`src/rtl/fetch_unit.sv`:
```
// PC generation and instruction prefetch queue sitting in front of the instruction cache.
// Define FETCH_PERF_EN to add saturating stall/fetch performance counters.
module fetch_unit #(
  parameter int                ADDR_W   = 32,
  parameter int                DATA_W   = 32,
  parameter logic [ADDR_W-1:0] RESET_PC = 32'h0000_0000,
  parameter int                FQ_DEPTH = 4
) (
  input  logic                       clk,
  input  logic                       rst,
  output logic [ADDR_W-1:0]          ic_pc,
  input  logic [DATA_W-1:0]          ic_instr,
  input  logic                       ic_stall,
  input  logic                       redirect_valid,
  input  logic [ADDR_W-1:0]          redirect_pc,
  output logic                       dec_valid,
  output logic [DATA_W-1:0]          dec_instr,
  output logic [ADDR_W-1:0]          dec_pc,
  input  logic                       dec_ready,
  output logic [$clog2(FQ_DEPTH):0]  fq_count
`ifdef FETCH_PERF_EN
  ,
  output logic [31:0]                perf_stall_cnt,
  output logic [31:0]                perf_fetch_cnt
`endif
);

  localparam int PW = $clog2(FQ_DEPTH);
  localparam int CW = PW + 1;

  typedef enum logic [1:0] {RUN, MISS, MISS_REDIR} state_t;

  function automatic logic [ADDR_W-1:0] align(input logic [ADDR_W-1:0] a);
    return a & ~ADDR_W'(3);
  endfunction

  state_t            state, state_nx;
  logic [ADDR_W-1:0] pc, pc_nx;
  logic [ADDR_W-1:0] pend, pend_nx;
  logic              push, pop, flush;

  logic [ADDR_W-1:0] fq_pc    [FQ_DEPTH];
  logic [DATA_W-1:0] fq_instr [FQ_DEPTH];
  logic [PW-1:0]     wptr, rptr;
  logic [CW-1:0]     count;

  assign ic_pc     = pc;
  assign fq_count  = count;
  assign dec_valid = (count != '0);
  assign dec_instr = dec_valid ? fq_instr[rptr] : '0;
  assign dec_pc    = dec_valid ? fq_pc[rptr]    : '0;

  // Any redirect kills the queue contents, so it also cancels a pop that cycle.
  assign flush = redirect_valid;
  assign pop   = dec_valid & dec_ready & ~flush;

  always_comb begin
    state_nx = state;
    pc_nx    = pc;
    pend_nx  = pend;
    push     = 1'b0;
    case (state)
      RUN, MISS: begin
        if (redirect_valid) begin
          if (ic_stall) begin
            pend_nx  = align(redirect_pc);
            state_nx = MISS_REDIR;
          end else begin
            pc_nx    = align(redirect_pc);
            state_nx = RUN;
          end
        end else if (ic_stall) begin
          state_nx = MISS;
        end else begin
          state_nx = RUN;
          if ((count < CW'(FQ_DEPTH)) || pop) begin
            push  = 1'b1;
            pc_nx = pc + ADDR_W'(4);
          end
        end
      end
      MISS_REDIR: begin
        // The instruction returned at the end of this miss is stale and is dropped.
        if (redirect_valid) begin
          if (ic_stall) begin
            pend_nx = align(redirect_pc);
          end else begin
            pc_nx    = align(redirect_pc);
            state_nx = RUN;
          end
        end else if (!ic_stall) begin
          pc_nx    = pend;
          state_nx = RUN;
        end
      end
      default: state_nx = RUN;
    endcase
  end

  always_ff @(posedge clk) begin
    if (rst) begin
      state <= RUN;
      pc    <= align(RESET_PC);
      pend  <= '0;
      count <= '0;
      wptr  <= '0;
      rptr  <= '0;
    end else begin
      state <= state_nx;
      pc    <= pc_nx;
      pend  <= pend_nx;
      if (flush) begin
        count <= '0;
        wptr  <= '0;
        rptr  <= '0;
      end else begin
        count <= count + CW'(push) - CW'(pop);
        if (push) wptr <= wptr + PW'(1);
        if (pop)  rptr <= rptr + PW'(1);
      end
    end
  end

  // Queue storage carries data only; occupancy tracking above makes stale entries invisible.
  always_ff @(posedge clk) begin
    if (push) begin
      fq_pc[wptr]    <= pc;
      fq_instr[wptr] <= ic_instr;
    end
  end

`ifdef FETCH_PERF_EN
  function automatic logic [31:0] sat_inc(input logic [31:0] v);
    return (v == 32'hFFFF_FFFF) ? v : v + 32'd1;
  endfunction

  always_ff @(posedge clk) begin
    if (rst) begin
      perf_stall_cnt <= '0;
      perf_fetch_cnt <= '0;
    end else begin
      if (ic_stall) perf_stall_cnt <= sat_inc(perf_stall_cnt);
      if (push)     perf_fetch_cnt <= sat_inc(perf_fetch_cnt);
    end
  end
`endif

endmodule

```
`config.mk`:
```
export PLATFORM = sky130hd
export DESIGN_NAME = fetch_unit
export DESIGN_NICKNAME = d
export VERILOG_FILES = /design/src/rtl/fetch_unit.sv
export SDC_FILE = /design/constraint.sdc
export NUM_CORES = 1
export LEC_CHECK = 0
export CAP_MARGIN = 10
export CORE_ASPECT_RATIO = 0.75
export CORE_MARGIN = 5
export CORE_UTILIZATION = 50
export CTS_BUF_LIST = sky130_fd_sc_hd__clkbuf_8
export CTS_CLUSTER_SIZE = 40
export DETAILED_ROUTE_END_ITERATION = 10
export HOLD_SLACK_MARGIN = 0.06
export PLACE_DENSITY = 0.73
export SLEW_MARGIN = 20
export SYNTH_ARGS = -nofsm -noshare
export SYNTH_HDL_FRONTEND = slang
export SYNTH_SLANG_ARGS = --single-unit
```
`constraint.sdc`:
```
create_clock -name clk -period 4.2 [get_ports clk]
set_input_delay 0.63 -clock clk [delete_from_list [all_inputs] [get_ports clk]]
set_output_delay 0.63 -clock clk [all_outputs]
set_load 0.01 [all_outputs]
```
==> report_table.html <==
<table>
<tr><th>Metric</th><th>Value</th></tr>
<tr><th colspan="2">Final layout</th></tr>
<tr><td>Cell Count, Final, Fillers Out</td><td>1504</td></tr>
<tr><td>Number of antenna cells inserted</td><td>0</td></tr>
<tr><td>Leading cell types in the layout, fill and taps excluded</td><td>edfxtp_1 (256), clkdlybuf4s50_1 (164), nand2_1 (87)</td></tr>
<tr><td>Synth-to-Final Area Change</td><td>22.0%</td></tr>
<tr><td>Fraction of layout instances using a drive strength above 1</td><td>14.7%</td></tr>
<tr><td>Final-layout fill cell count</td><td>2043</td></tr>
<tr><td>Finished layout cell area</td><td>0.0167 mm²</td></tr>
<tr><td>Leading cell type in the layout, fill and taps excluded</td><td>edfxtp_1</td></tr>
<tr><td>Net count, final</td><td>1188</td></tr>
<tr><th colspan="2">CTS</th></tr>
<tr><td>Total CTS buffers</td><td>50</td></tr>
<tr><td>Clock tree sinks</td><td>329</td></tr>
<tr><td>Clock root cell</td><td>clkbuf_8</td></tr>
<tr><td>CTS tree</td><td>done</td></tr>
<tr><td>Number of gates given a new drive strength after cts</td><td>0</td></tr>
<tr><td>CTS hold repair buffers</td><td>0</td></tr>
<tr><td>Insertion delay to the later sink of the worst-skew pair</td><td>570 ps</td></tr>
<tr><td>Postcts setup bufs</td><td>0</td></tr>
<tr><td>Clock slew at reported path FFs</td><td>60 ps</td></tr>
<tr><td>Deepest clock path buffer count</td><td>3</td></tr>
<tr><td>Number of levels in the clock H-tree</td><td>2</td></tr>
<tr><th colspan="2">Power</th></tr>
<tr><td>Sw Ratio</td><td>23.4%</td></tr>
<tr><td>Power Density</td><td>398 mW/mm²</td></tr>
<tr><td>Clk network pwr share</td><td>36.4%</td></tr>
<tr><td>Register share of total power</td><td>55.5%</td></tr>
<tr><td>Leakage component of the power</td><td>5.52 nW</td></tr>
<tr><td>Maximum vdd drop</td><td>204 µV</td></tr>
<tr><td>Combinational group share of total power</td><td>8.1%</td></tr>
<tr><td>Design internal power</td><td>0.00509 W</td></tr>
<tr><td>P_sw</td><td>0.00155 W</td></tr>
<tr><td>Total Power</td><td>0.00664 W</td></tr>
<tr><th colspan="2">Floorplanning</th></tr>
<tr><td>IO Pins</td><td>169</td></tr>
<tr><td>Starting Density</td><td>50.7%</td></tr>
<tr><td>Floorplan die area</td><td>0.0308 mm²</td></tr>
<tr><td>Number of cell rows</td><td>52</td></tr>
<tr><td>CORE AREA</td><td>0.0270 mm²</td></tr>
<tr><td>Die H</td><td>153 µm</td></tr>
<tr><td>Die X-Extent</td><td>201 µm</td></tr>
<tr><th colspan="2">Setup path</th></tr>
<tr><td>Setup crit start kind</td><td>flip-flop</td></tr>
<tr><td>Launch point of the worst reg-to-reg path</td><td>fq_count[2]</td></tr>
<tr><td>Critical register-to-register path endpoint</td><td>fq_count[2]</td></tr>
<tr><td>Data arrival time at the worst-slack endpoint</td><td>2820 ps</td></tr>
<tr><td>Critical path endpoint category</td><td>output pin</td></tr>
<tr><td>Worst path required time</td><td>3570 ps</td></tr>
<tr><td>Longest individual stage delay on the worst path</td><td>750 ps</td></tr>
<tr><td>End point of the critical path</td><td>dec_pc[18]</td></tr>
<tr><td>Internal reg-to-reg setup slack</td><td>1410 ps</td></tr>
<tr><td>Number of cells on the worst reg-to-reg path</td><td>9</td></tr>
<tr><td>List of cells traversed by the critical path</td><td>or3_2 -&gt; buf_4 -&gt; and2_1 -&gt; clkdlybuf4s50_1</td></tr>
<tr><td>Critical setup path kind</td><td>reg -&gt; out</td></tr>
<tr><td>CP max-delay cell</td><td>or3_2</td></tr>
<tr><td>Critical path peak fanout</td><td>40</td></tr>
<tr><td>Critical path origin</td><td>fq_count[2]</td></tr>
<tr><th colspan="2">Yosys</th></tr>
<tr><td>Avg Synthesized Cell Area</td><td>14.7 µm²</td></tr>
<tr><td>Fraction of registers with async set or reset after synthesis</td><td>0%</td></tr>
<tr><td>Count of unique library cells instantiated by Yosys</td><td>56</td></tr>
<tr><td>Synthesized flop and latch total</td><td>329</td></tr>
<tr><td>Gate Count Post-Synth</td><td>933</td></tr>
<tr><td>Sequential element share of the synthesized area</td><td>66.8%</td></tr>
<tr><td>Cell type contributing the most total cell area after synthesis</td><td>edfxtp_1</td></tr>
<tr><td>Synthesized cell area</td><td>0.0137 mm²</td></tr>
<tr><td>Most common flop cell mapped by yosys</td><td>edfxtp_1</td></tr>
<tr><td>Cells taking the most area after synthesis</td><td>edfxtp_1 (56%), dfxtp_1 (11%), mux4_2 (11%)</td></tr>
<tr><td>Area share of the leading cell type in the synthesized netlist</td><td>56.2%</td></tr>
<tr><td>Number of enable-type register cells in the synthesized netlist</td><td>256</td></tr>
<tr><td>Synth warnings</td><td>0</td></tr>
<tr><td>Nets in the synthesized netlist</td><td>1010</td></tr>
<tr><th colspan="2">Place</th></tr>
<tr><td>HPWL after detailed placement</td><td>19900 µm</td></tr>
<tr><td>Total placed instance area</td><td>0.0158 mm²</td></tr>
<tr><td>GP Congestion</td><td>0.863</td></tr>
<tr><td># placed instances</td><td>1410</td></tr>
<tr><td>I/O Buffers</td><td>166</td></tr>
<tr><th colspan="2">GRT</th></tr>
<tr><td>Maximum number of pins on one net before global-route repair</td><td>65</td></tr>
<tr><td>GRT overflow</td><td>0</td></tr>
<tr><td>Overall global routing resource usage</td><td>20.7%</td></tr>
<tr><td>Global-route wire length before repair</td><td>50700 µm</td></tr>
<tr><td>Vias in the first global route</td><td>8713</td></tr>
<tr><td>Initial antenna violation count</td><td>0</td></tr>
<tr><th colspan="2">Timing</th></tr>
<tr><td>Setup repair after global routing missed its margin</td><td>no</td></tr>
<tr><td>Fin. Hold Viols</td><td>0</td></tr>
<tr><td>Final critical path time including I/O delays and setup</td><td>3450 ps</td></tr>
<tr><td>Total Negative Setup Slacks</td><td>0 ps</td></tr>
<tr><td>Worst-margin pin slew</td><td>1060 ps</td></tr>
<tr><td>Fmax</td><td>290 MHz</td></tr>
<tr><td>Worst clock skew</td><td>15.6 ps</td></tr>
<tr><td>Number of pins with negative max-slew slack in the final report</td><td>0</td></tr>
<tr><td>Slew Limit Headroom</td><td>29.2%</td></tr>
<tr><td>Finish-stage setup viols</td><td>0</td></tr>
<tr><td>Post-route clock period utilization</td><td>82.2%</td></tr>
<tr><th colspan="2">Drt</th></tr>
<tr><td>Total wirelength of the detailed-routed design</td><td>32000 µm</td></tr>
<tr><td>Drt via density</td><td>5.79</td></tr>
<tr><td>DRC violations left</td><td>0</td></tr>
<tr><td>Number of iterations in the first detailed-routing pass</td><td>5</td></tr>
<tr><td>Routed len/inst</td><td>21.3 µm</td></tr>
<tr><td>Total via count after detailed routing</td><td>8702</td></tr>
<tr><td>Post-route ant nets</td><td>0</td></tr>
<tr><td>Iter 0 DRT Violations</td><td>740</td></tr>
<tr><th colspan="2">Run</th></tr>
<tr><td>MaxCap Viol Count</td><td>0</td></tr>
<tr><th colspan="2">Run status</th></tr>
<tr><td>Outcome</td><td>complete, no violations</td></tr>
<tr><th colspan="2">Hold path</th></tr>
<tr><td>Tightest Hold Check Type</td><td>reg -&gt; reg</td></tr>
</table>
-- synthesized netlist by cell type (4+ instances only) --
cell type  count
nand2_1       87
mux2i_1       26
inv_1         10
or3_1          5
nor2_1        38
o21ai_0       22
o22ai_1        5
xnor2_1        5
a31oi_1        5
and3_1         7
a21oi_1       57
dfxtp_1       73
clkbuf_1      48
a211oi_1       8
nor3_1        17
a311oi_1       7
a31o_2         4
nand2b_1       9
nand4_1       10
a2bb2oi_1      5
buf_2         13
mux4_2        64
and4_1         4
nor4_1        12
edfxtp_1     256
mux2_2         4
o31ai_1        7
and2_1        70
ha_1           7
nand3_1       10
-- stage by stage --
stage,worst slack [ps],hold slack [ps],util (%)
2_1_floorplan,793,433,-
3_3_place_gp,1020,442,58.4
3_5_place_dp,953,447,58.4
4_1_cts,685,456,61.8
5_1_grt,571,473,61.8
6_report,748,455,61.8
-- final cells by class --
class	count	area, µm²	area share, %
clock buffer	56	771	4.62
clock inverter	38	153	0.914
inverter	11	41.3	0.247
multi-input combinational	531	4260	25.5
sequential	329	9160	54.8
tap	351	439	2.63
timing repair buffer	188	1880	11.3
-- how the worst min path moves through the flow --
stage / end / cells past startpoint / start
CTS: pend[5] / 2 / pend[5]
global route: pend[25] / 2 / pend[25]
finish: pend[25] / 2 / pend[25]
global placement: pend[8] / 2 / pend[8]
floorplan: pend[12] / 2 / pend[12]
detailed placement: pend[5] / 2 / pend[5]
-- per-layer routing --
metal,GRT usage (%),wire length [µm],vias up
li1,-,-,3957
met1,30.3,14300,4373
met2,32.3,14900,333
met3,4.51,2260,39
met4,5.01,430,0
met5,0,0,-
-- worst max-delay path: cells and delay by family, from the launching register on --
kind	cells	cell delay, ps
buf+inv	2	860
flops	1	360
simple gates	2	990
-- cell families after synthesis --
group | synth area share, %
flops | 66.8
simple gates | 10.7
compound gates | 6.42
mux | 12.8
buf+inv | 2.12
fa+ha+maj | 0.786
xor+xnor | 0.384
-- power by group through the flow --
stage / Combinational (W) / Clock (W) / Sequential [W]
floorplan: 0.000265 / 0 / 0.00373
global placement: 0.000531 / 0 / 0.00375
detailed placement: 0.000541 / 0 / 0.00375
CTS: 0.000543 / 0.00249 / 0.00368
global route: 0.000585 / 0.00265 / 0.00369
finish: 0.000540 / 0.00242 / 0.00369
-- flip-flops by register name, summed over array words and instances, names as in the netlist, named ones only --
| register | count |
|---|---|
| fq_pc | 128 |
| fq_count | 3 |
| wptr | 2 |
| state | 2 |
| ic_pc | 32 |
| fq_instr | 128 |
| pend | 30 |
| rptr | 2 |
(Power assumes the default switching activity.)
